==> config.mk <==
export PLATFORM = sky130hd
export DESIGN_NAME = lc4_issue_seq
export DESIGN_NICKNAME = d
export VERILOG_FILES = /design/src/rtl/lc4_isa_pkg.sv /design/src/rtl/lc4_branch_eval.sv /design/src/rtl/lc4_issue_seq.sv
export SDC_FILE = /design/constraint.sdc
export NUM_CORES = 1
export LEC_CHECK = 0
export BUFFER_PORTS_ARGS = -buffer_cell sky130_fd_sc_hd__buf_2
export CAP_MARGIN = 15
export CELL_PAD_IN_SITES_DETAIL_PLACEMENT = 2
export CELL_PAD_IN_SITES_GLOBAL_PLACEMENT = 2
export CORE_AREA = 2 2 640 642
export DETAILED_ROUTE_END_ITERATION = 8
export DIE_AREA = 0 0 642 644
export GPL_ROUTABILITY_DRIVEN = 0
export MAX_ROUTING_LAYER = met4
export PLACE_DENSITY_LB_ADDON = 0.1
export SLEW_MARGIN = 10
export SYNTH_ARGS = -nofsm -noshare
export SYNTH_HDL_FRONTEND = slang
export SYNTH_SLANG_ARGS = --single-unit
==> constraint.sdc <==
create_clock -name clk -period 2.1 [get_ports clk]
set_input_delay 0.315 -clock clk [delete_from_list [all_inputs] [get_ports clk]]
set_output_delay 0.315 -clock clk [all_outputs]
set_load 0.02 [all_outputs]
==> src/rtl/lc4_isa_pkg.sv <==
// Shared LC4 ISA definitions: opcode encodings, instruction field positions,
// condition-code bit positions and the sequencer state encoding.
package lc4_isa_pkg;

  localparam logic [4:0] OP_NOP   = 5'b00000;
  localparam logic [4:0] OP_BRZ   = 5'b00001;
  localparam logic [4:0] OP_BRZP  = 5'b00010;
  localparam logic [4:0] OP_BRNP  = 5'b00011;
  localparam logic [4:0] OP_BRNZ  = 5'b00100;
  localparam logic [4:0] OP_ADD   = 5'b00101;
  localparam logic [4:0] OP_SUB   = 5'b00110;
  localparam logic [4:0] OP_ADDI  = 5'b00111;
  localparam logic [4:0] OP_JSR   = 5'b01000;
  localparam logic [4:0] OP_AND   = 5'b01001;
  localparam logic [4:0] OP_RTI   = 5'b01010;
  localparam logic [4:0] OP_CONST = 5'b01011;
  localparam logic [4:0] OP_SLL   = 5'b01100;
  localparam logic [4:0] OP_SRL   = 5'b01101;
  localparam logic [4:0] OP_SDRH  = 5'b01110;
  localparam logic [4:0] OP_SDRL  = 5'b01111;
  localparam logic [4:0] OP_CHKL  = 5'b10000;
  localparam logic [4:0] OP_SDL   = 5'b10010;
  localparam logic [4:0] OP_CHKH  = 5'b10011;
  localparam logic [4:0] OP_TCS   = 5'b10100;
  localparam logic [4:0] OP_TCDH  = 5'b10101;
  localparam logic [4:0] OP_HALT  = 5'b11111;

  localparam int unsigned OPC_HI = 19;
  localparam int unsigned OPC_LO = 15;
  localparam int unsigned RD_HI  = 14;
  localparam int unsigned RD_LO  = 10;
  localparam int unsigned RS_HI  = 9;
  localparam int unsigned RS_LO  = 5;
  localparam int unsigned RT_HI  = 4;
  localparam int unsigned RT_LO  = 0;

  localparam int unsigned NZP_N = 2;
  localparam int unsigned NZP_Z = 1;
  localparam int unsigned NZP_P = 0;

  typedef enum logic [2:0] {
    S_IDLE,
    S_FETCH,
    S_DECODE,
    S_EXEC,
    S_DONE
  } state_e;

endpackage

==> src/rtl/lc4_branch_eval.sv <==
// Branch resolution: decides from the opcode and the held NZP flags whether
// a control-transfer instruction redirects the PC.
module lc4_branch_eval
  import lc4_isa_pkg::*;
(
  input  logic [4:0] i_opcode,
  input  logic [2:0] i_nzp,
  output logic       o_taken
);

  always_comb begin
    o_taken = 1'b0;
    case (i_opcode)
      OP_BRZ:  o_taken = i_nzp[NZP_Z];
      OP_BRZP: o_taken = i_nzp[NZP_Z] | i_nzp[NZP_P];
      OP_BRNP: o_taken = i_nzp[NZP_N] | i_nzp[NZP_P];
      OP_BRNZ: o_taken = i_nzp[NZP_N] | i_nzp[NZP_Z];
      OP_JSR:  o_taken = 1'b1;
      default: o_taken = 1'b0;
    endcase
  end

endmodule

==> src/rtl/lc4_issue_seq.sv <==
// Multi-cycle LC4 issue sequencer: FETCH -> DECODE -> EXEC per instruction,
// driving the ALU and retiring its result into the register file and flags.
module lc4_issue_seq
  import lc4_isa_pkg::*;
#(
  parameter int WORD_SIZE = 256,
  parameter int INSN      = 19,
  parameter int IADDR     = 10,
  parameter int DADDR     = 4
) (
  input  logic                 clk,
  input  logic                 rst,
  input  logic                 i_start,
  input  logic [IADDR:0]       i_start_pc,
  output logic                 o_busy,
  output logic                 o_done,
  output logic                 o_illegal,
  output logic [IADDR:0]       o_imem_addr,
  input  logic [INSN:0]        i_imem_data,
  output logic [DADDR:0]       o_rs_addr,
  output logic [DADDR:0]       o_rt_addr,
  input  logic [WORD_SIZE-1:0] i_rs_data,
  input  logic [WORD_SIZE-1:0] i_rt_data,
  output logic                 o_rd_we,
  output logic [DADDR:0]       o_rd_addr,
  output logic [WORD_SIZE-1:0] o_rd_data,
  output logic [INSN:0]        o_alu_insn,
  output logic [IADDR:0]       o_alu_pc,
  output logic [WORD_SIZE-1:0] o_alu_r1,
  output logic [WORD_SIZE-1:0] o_alu_r2,
  output logic                 o_alu_carry,
  input  logic [WORD_SIZE-1:0] i_alu_result
);

  state_e         state_q, state_d;
  logic [IADDR:0] pc_q, pc_d;
  logic [2:0]     nzp_q, nzp_d;
  logic           carry_q, carry_d;
  logic [INSN:0]  insn_q, insn_d;
  logic           illegal_q, illegal_d;

  logic [4:0] opcode;
  logic       wb_op;
  logic       known_op;
  logic       taken;
  logic       exec;

  assign opcode = insn_q[OPC_HI:OPC_LO];
  assign exec   = (state_q == S_EXEC);

  lc4_branch_eval u_branch (
    .i_opcode (opcode),
    .i_nzp    (nzp_q),
    .o_taken  (taken)
  );

  always_comb begin
    wb_op    = 1'b0;
    known_op = 1'b1;
    case (opcode)
      OP_ADD, OP_SUB, OP_ADDI, OP_AND, OP_RTI, OP_CONST, OP_SLL, OP_SRL,
      OP_SDRH, OP_SDRL, OP_SDL, OP_TCS, OP_TCDH:
        wb_op = 1'b1;
      OP_NOP, OP_BRZ, OP_BRZP, OP_BRNP, OP_BRNZ, OP_JSR, OP_CHKL, OP_CHKH,
      OP_HALT:
        wb_op = 1'b0;
      default:
        known_op = 1'b0;
    endcase
  end

  always_comb begin
    state_d   = state_q;
    pc_d      = pc_q;
    nzp_d     = nzp_q;
    carry_d   = carry_q;
    insn_d    = insn_q;
    illegal_d = illegal_q;
    case (state_q)
      S_IDLE: begin
        if (i_start) begin
          pc_d      = i_start_pc;
          illegal_d = 1'b0;
          state_d   = S_FETCH;
        end
      end
      S_FETCH:  state_d = S_DECODE;
      S_DECODE: begin
        insn_d  = i_imem_data;
        state_d = S_EXEC;
      end
      S_EXEC: begin
        state_d = S_FETCH;
        pc_d    = pc_q + 1'b1;
        if (taken) pc_d = i_alu_result[IADDR:0];
        if (wb_op) begin
          if (i_alu_result == '0)          nzp_d = 3'b010;
          else if (i_alu_result[WORD_SIZE-1]) nzp_d = 3'b100;
          else                             nzp_d = 3'b001;
        end
        if (opcode == OP_CHKL) carry_d = i_alu_result[0];
        if (opcode == OP_CHKH) carry_d = i_alu_result[WORD_SIZE-1];
        if (opcode == OP_HALT) begin
          pc_d    = pc_q;
          state_d = S_DONE;
        end
        if (!known_op) illegal_d = 1'b1;
      end
      S_DONE:  state_d = S_IDLE;
      default: state_d = S_IDLE;
    endcase
  end

  always_ff @(posedge clk) begin
    if (rst) begin
      state_q   <= S_IDLE;
      pc_q      <= '0;
      nzp_q     <= 3'b010;
      carry_q   <= 1'b0;
      insn_q    <= '0;
      illegal_q <= 1'b0;
    end else begin
      state_q   <= state_d;
      pc_q      <= pc_d;
      nzp_q     <= nzp_d;
      carry_q   <= carry_d;
      insn_q    <= insn_d;
      illegal_q <= illegal_d;
    end
  end

  assign o_busy      = (state_q == S_FETCH) || (state_q == S_DECODE) || exec;
  assign o_done      = (state_q == S_DONE);
  assign o_illegal   = illegal_q;
  assign o_imem_addr = (state_q == S_FETCH) ? pc_q : '0;

  // Regfile read is synchronous, so addresses come straight from the returning
  // instruction word to have operands ready in EXEC.
  assign o_rs_addr = (state_q == S_DECODE) ? i_imem_data[RS_HI:RS_LO] : '0;
  assign o_rt_addr = (state_q == S_DECODE) ? i_imem_data[RT_HI:RT_LO] : '0;

  assign o_rd_we   = exec && wb_op && !rst;
  assign o_rd_addr = exec ? insn_q[RD_HI:RD_LO] : '0;
  assign o_rd_data = exec ? i_alu_result : '0;

  assign o_alu_insn  = exec ? insn_q : '0;
  assign o_alu_pc    = exec ? pc_q : '0;
  assign o_alu_r1    = exec ? i_rs_data : '0;
  assign o_alu_r2    = exec ? i_rt_data : '0;
  assign o_alu_carry = exec && carry_q;

endmodule

==> run_results.csv <==
group,metric,value,unit
worst_setup_path,endpoint_kind,"output pin",
placed_design,place_hpwl,236800,um
drt,first_pass_iters,4,
sta,clock_skew,15.59,ps
logic_synthesis,synth_ff_type,"dfxtp_1",
sta,fin_crit,2376,ps
global_routing,grt_max_degree,64,
logic_synthesis,synth_seq_cells,39,
clock_network,cts.hold.buffers_added,0,
clock_network,ctsLongestPathBuffers,2,
pwr,p_leak,14.05,nW
floorplanning,ios,1632,
drt,routed_wl,258300,um
placed_design,portBuffers,1631,
logic_synthesis,synthArstFlopShare,0,%
cells_and_area,instances_no_fill,8641,
run_status,violations,"negative setup slack",
clock_network,ctsRootBufferMaster,"clkbuf_16",
pwr,peakVddDrop,287.5,uV
sta,worstMarginPinSlew,638.2,ps
sta,setup_viol,773,
floorplanning,chipHeight,644,um
placed_design,place_inst,8461,
worst_setup_path,cp_max_fo,13,
logic_synthesis,ys_seq_area_share,9.505,%
floorplanning,die_x,642,um
floorplanning,dieArea,413400,um2
sta,rsz0062_at_grt,"yes",
logic_synthesis,syn_inst,1272,
drt,wl_per_cell,29.89,um
cells_and_area,area_growth,291.8,%
worst_setup_path,worstPathArrival,2060,ps
logic_synthesis,yosysTopAreaCell,"and2_1",
logic_synthesis,synth_area_leaders,"and2_1 (62%), dfxtp_1 (9.5%), nor4_1 (5.2%), clkbuf_1 (4.1%), nand2_1 (2.8%)",
sta,layout_setup_ws,-275.5,ps
worst_setup_path,required,1780,ps
drt,avgViaCountPerCell,1.991,
placed_design,placed_cell_area,28210,um2
cells_and_area,final_cell_mix,"buf_2 (1186), and2_1 (529), and2_4 (270)",
global_routing,grt_usage,12.05,%
clock_network,numClockSinks,39,
global_routing,overflow,0,
run,maxCapViolations,0,
logic_synthesis,syn-num-nets,2075,
cells_and_area,final_common_cell,"buf_2",
drt,via_count,17200,
logic_synthesis,synth_top_area_share,61.69,%
logic_synthesis,avgSynthCellArea,6.458,um2
placed_design,pre_cts_ws,-1364,ps
cells_and_area,nets,3881,
run_status,status,"finished with violations",
cells_and_area,utilization,7.896,%
clock_network,htree_levels,2,
sta,slew_headroom,57.46,%
global_routing,first_global_vias,18580,
sta,final-hold-violation-count,0,
cells_and_area,fin_area,32180,um2
worst_setup_path,critical_path_class,"reg2out",
floorplanning,rows,235,
global_routing,antenna_found_initial,217,
logic_synthesis,synth.cell_area,8214,um2
logic_synthesis,ys_warn_count,0,
sta,period_share,113.1,%
clock_network,cts_tree,"built",
clock_network,clk_latency,320,ps
sta,slew_viol_final,0,
min_path,min_path_type,"in2reg",
clock_network,clk_pin_slew_worst_paths,80,ps
clock_network,numCtsBuffers,5,
floorplanning,core-area,407500,um2
pwr,p_per_area,289.9,nW/um2
drt,drt-initial-drc-count,393,
cells_and_area,nFillCells,48450,
logic_synthesis,synth_edf_count,0,
worst_setup_path,start_kind,"flop",
global_routing,grt_pass1_wl,295100,um
cells_and_area,drive_above_1_share,72.69,%
drt,route.detailed.drc,0,
logic_synthesis,synth_cell_types,53,
drt,ant_nets,0,
floorplanning,initial_core_util,2.016,%
sta,fmax,421.0,MHz
==> through the flow <==
step | hold WS, ps | setup TNS [ps] | total power (W)
CTS | 218.2 | -198600 | 0.009204
floorplan | 410.6 | 0 | 0.003001
detailed placement | 449.0 | -4578 | 0.007586
global placement | 443.0 | -4660 | 0.007611
finish | 228.9 | -106070 | 0.009330
global route | 233.1 | -185800 | 0.009980
==> cells in the mapped netlist, types with 2 or more instances <==
cell type  instances
a2111oi_1          2
a21oi_1           27
a21oi_2            2
a311oi_1           8
and2_1           810
buf_2              9
buf_4             11
buf_6              6
clkbuf_1          89
dfxtp_1           39
inv_1             12
mux2i_1           11
nand2_1           61
nand3_1            3
nand4_1           20
nor2_1            31
nor2_2             3
nor2_4             2
nor3_1             9
nor3b_1            4
nor4_1            68
o21ai_0            3
o21ai_1            3
o21bai_1           2
or3_1              2
xnor2_1            4
xor2_1             5
==> state kept, by name, indices dropped and copies added, names as in the netlist <==
| name | cells |
|---|---|
| pc_q | 11 |
| insn_q | 20 |
| state_q | 3 |
| nzp_q | 3 |
| o_illegal | 1 |
| carry_q | 1 |
==> logic make-up after synthesis <==
| logic type | share of synthesized area [%] |
|---|---|
| AND/OR/NAND/NOR | 75.52 |
| XOR/XNOR | 0.9596 |
| buffers and inverters | 7.448 |
| adder cells (fa/ha/maj) | 0.1523 |
| multiplexers | 1.340 |
| flip-flops | 9.505 |
| AO/OA/AOI/OAI | 5.072 |
==> layout make-up <==
class                           instances  area (um2)  area share, %
Tap cell                             5451        6820          21.19
Antenna cell                          111       277.8         0.8632
Sequential cell                        39       782.0          2.430
Timing Repair Buffer                 1916       16430          51.06
Inverter                               13       48.80         0.1516
Clock inverter                          3       43.79         0.1361
Multi-Input combinational cell       1103        7651          23.78
Clock buffer                            5       125.1         0.3888
==> final timing paths <==
| kind | from | to | slack, ps | cells past startpoint |
|---|---|---|---|---|
| worst max register to register | insn_q[16] | pc_q[3] | 180 | 6 |
| worst min-delay path | i_imem_data[12] | insn_q[12] | 230 | 3 |
| worst max-delay path | state_q[2] | o_rd_data[168] | -280 | 8 |
| worst min register to register | insn_q[12] | insn_q[12] | 460 | 2 |
==> worst max-delay path, cell delays in order, from the launching register on <==
cell and delay (ps):
dfxtp_2 320, and3b_4 340, buf_12 150, buf_16 150, buf_16 180, buf_12 150, buf_6 100, and2_4 150
buf_12 130
==> where the power goes <==
group / switching, W / internal (W) / total (W)
Combinational: 0.00411 / 0.00330 / 0.00741
Sequential: 0.0000805 / 0.000822 / 0.000902
Clock: 0.000457 / 0.000565 / 0.00102
==> timing repair <==
| item | in CTS | in global routing |
|---|---|---|
| gates resized for setup | 282 | 610 |
| setup endpoints to repair | 790 | 803 |
| pin swaps | 32 | 129 |
| cloned | 14 | 30 |
| endpoints found under the hold margin | 0 | 0 |
| setup buffers | 14 | 18 |
==> metal layers <==
metal	up-vias	part of all wire, %	global-route usage, %
met1	8193	29	9.425
met5	-	0	-
met3	197	8.6	4.826
met2	996	61	25.94
met4	0	1.4	1.036
li1	7817	-	-
No activity file was read; power rests on OpenSTA's default activity.
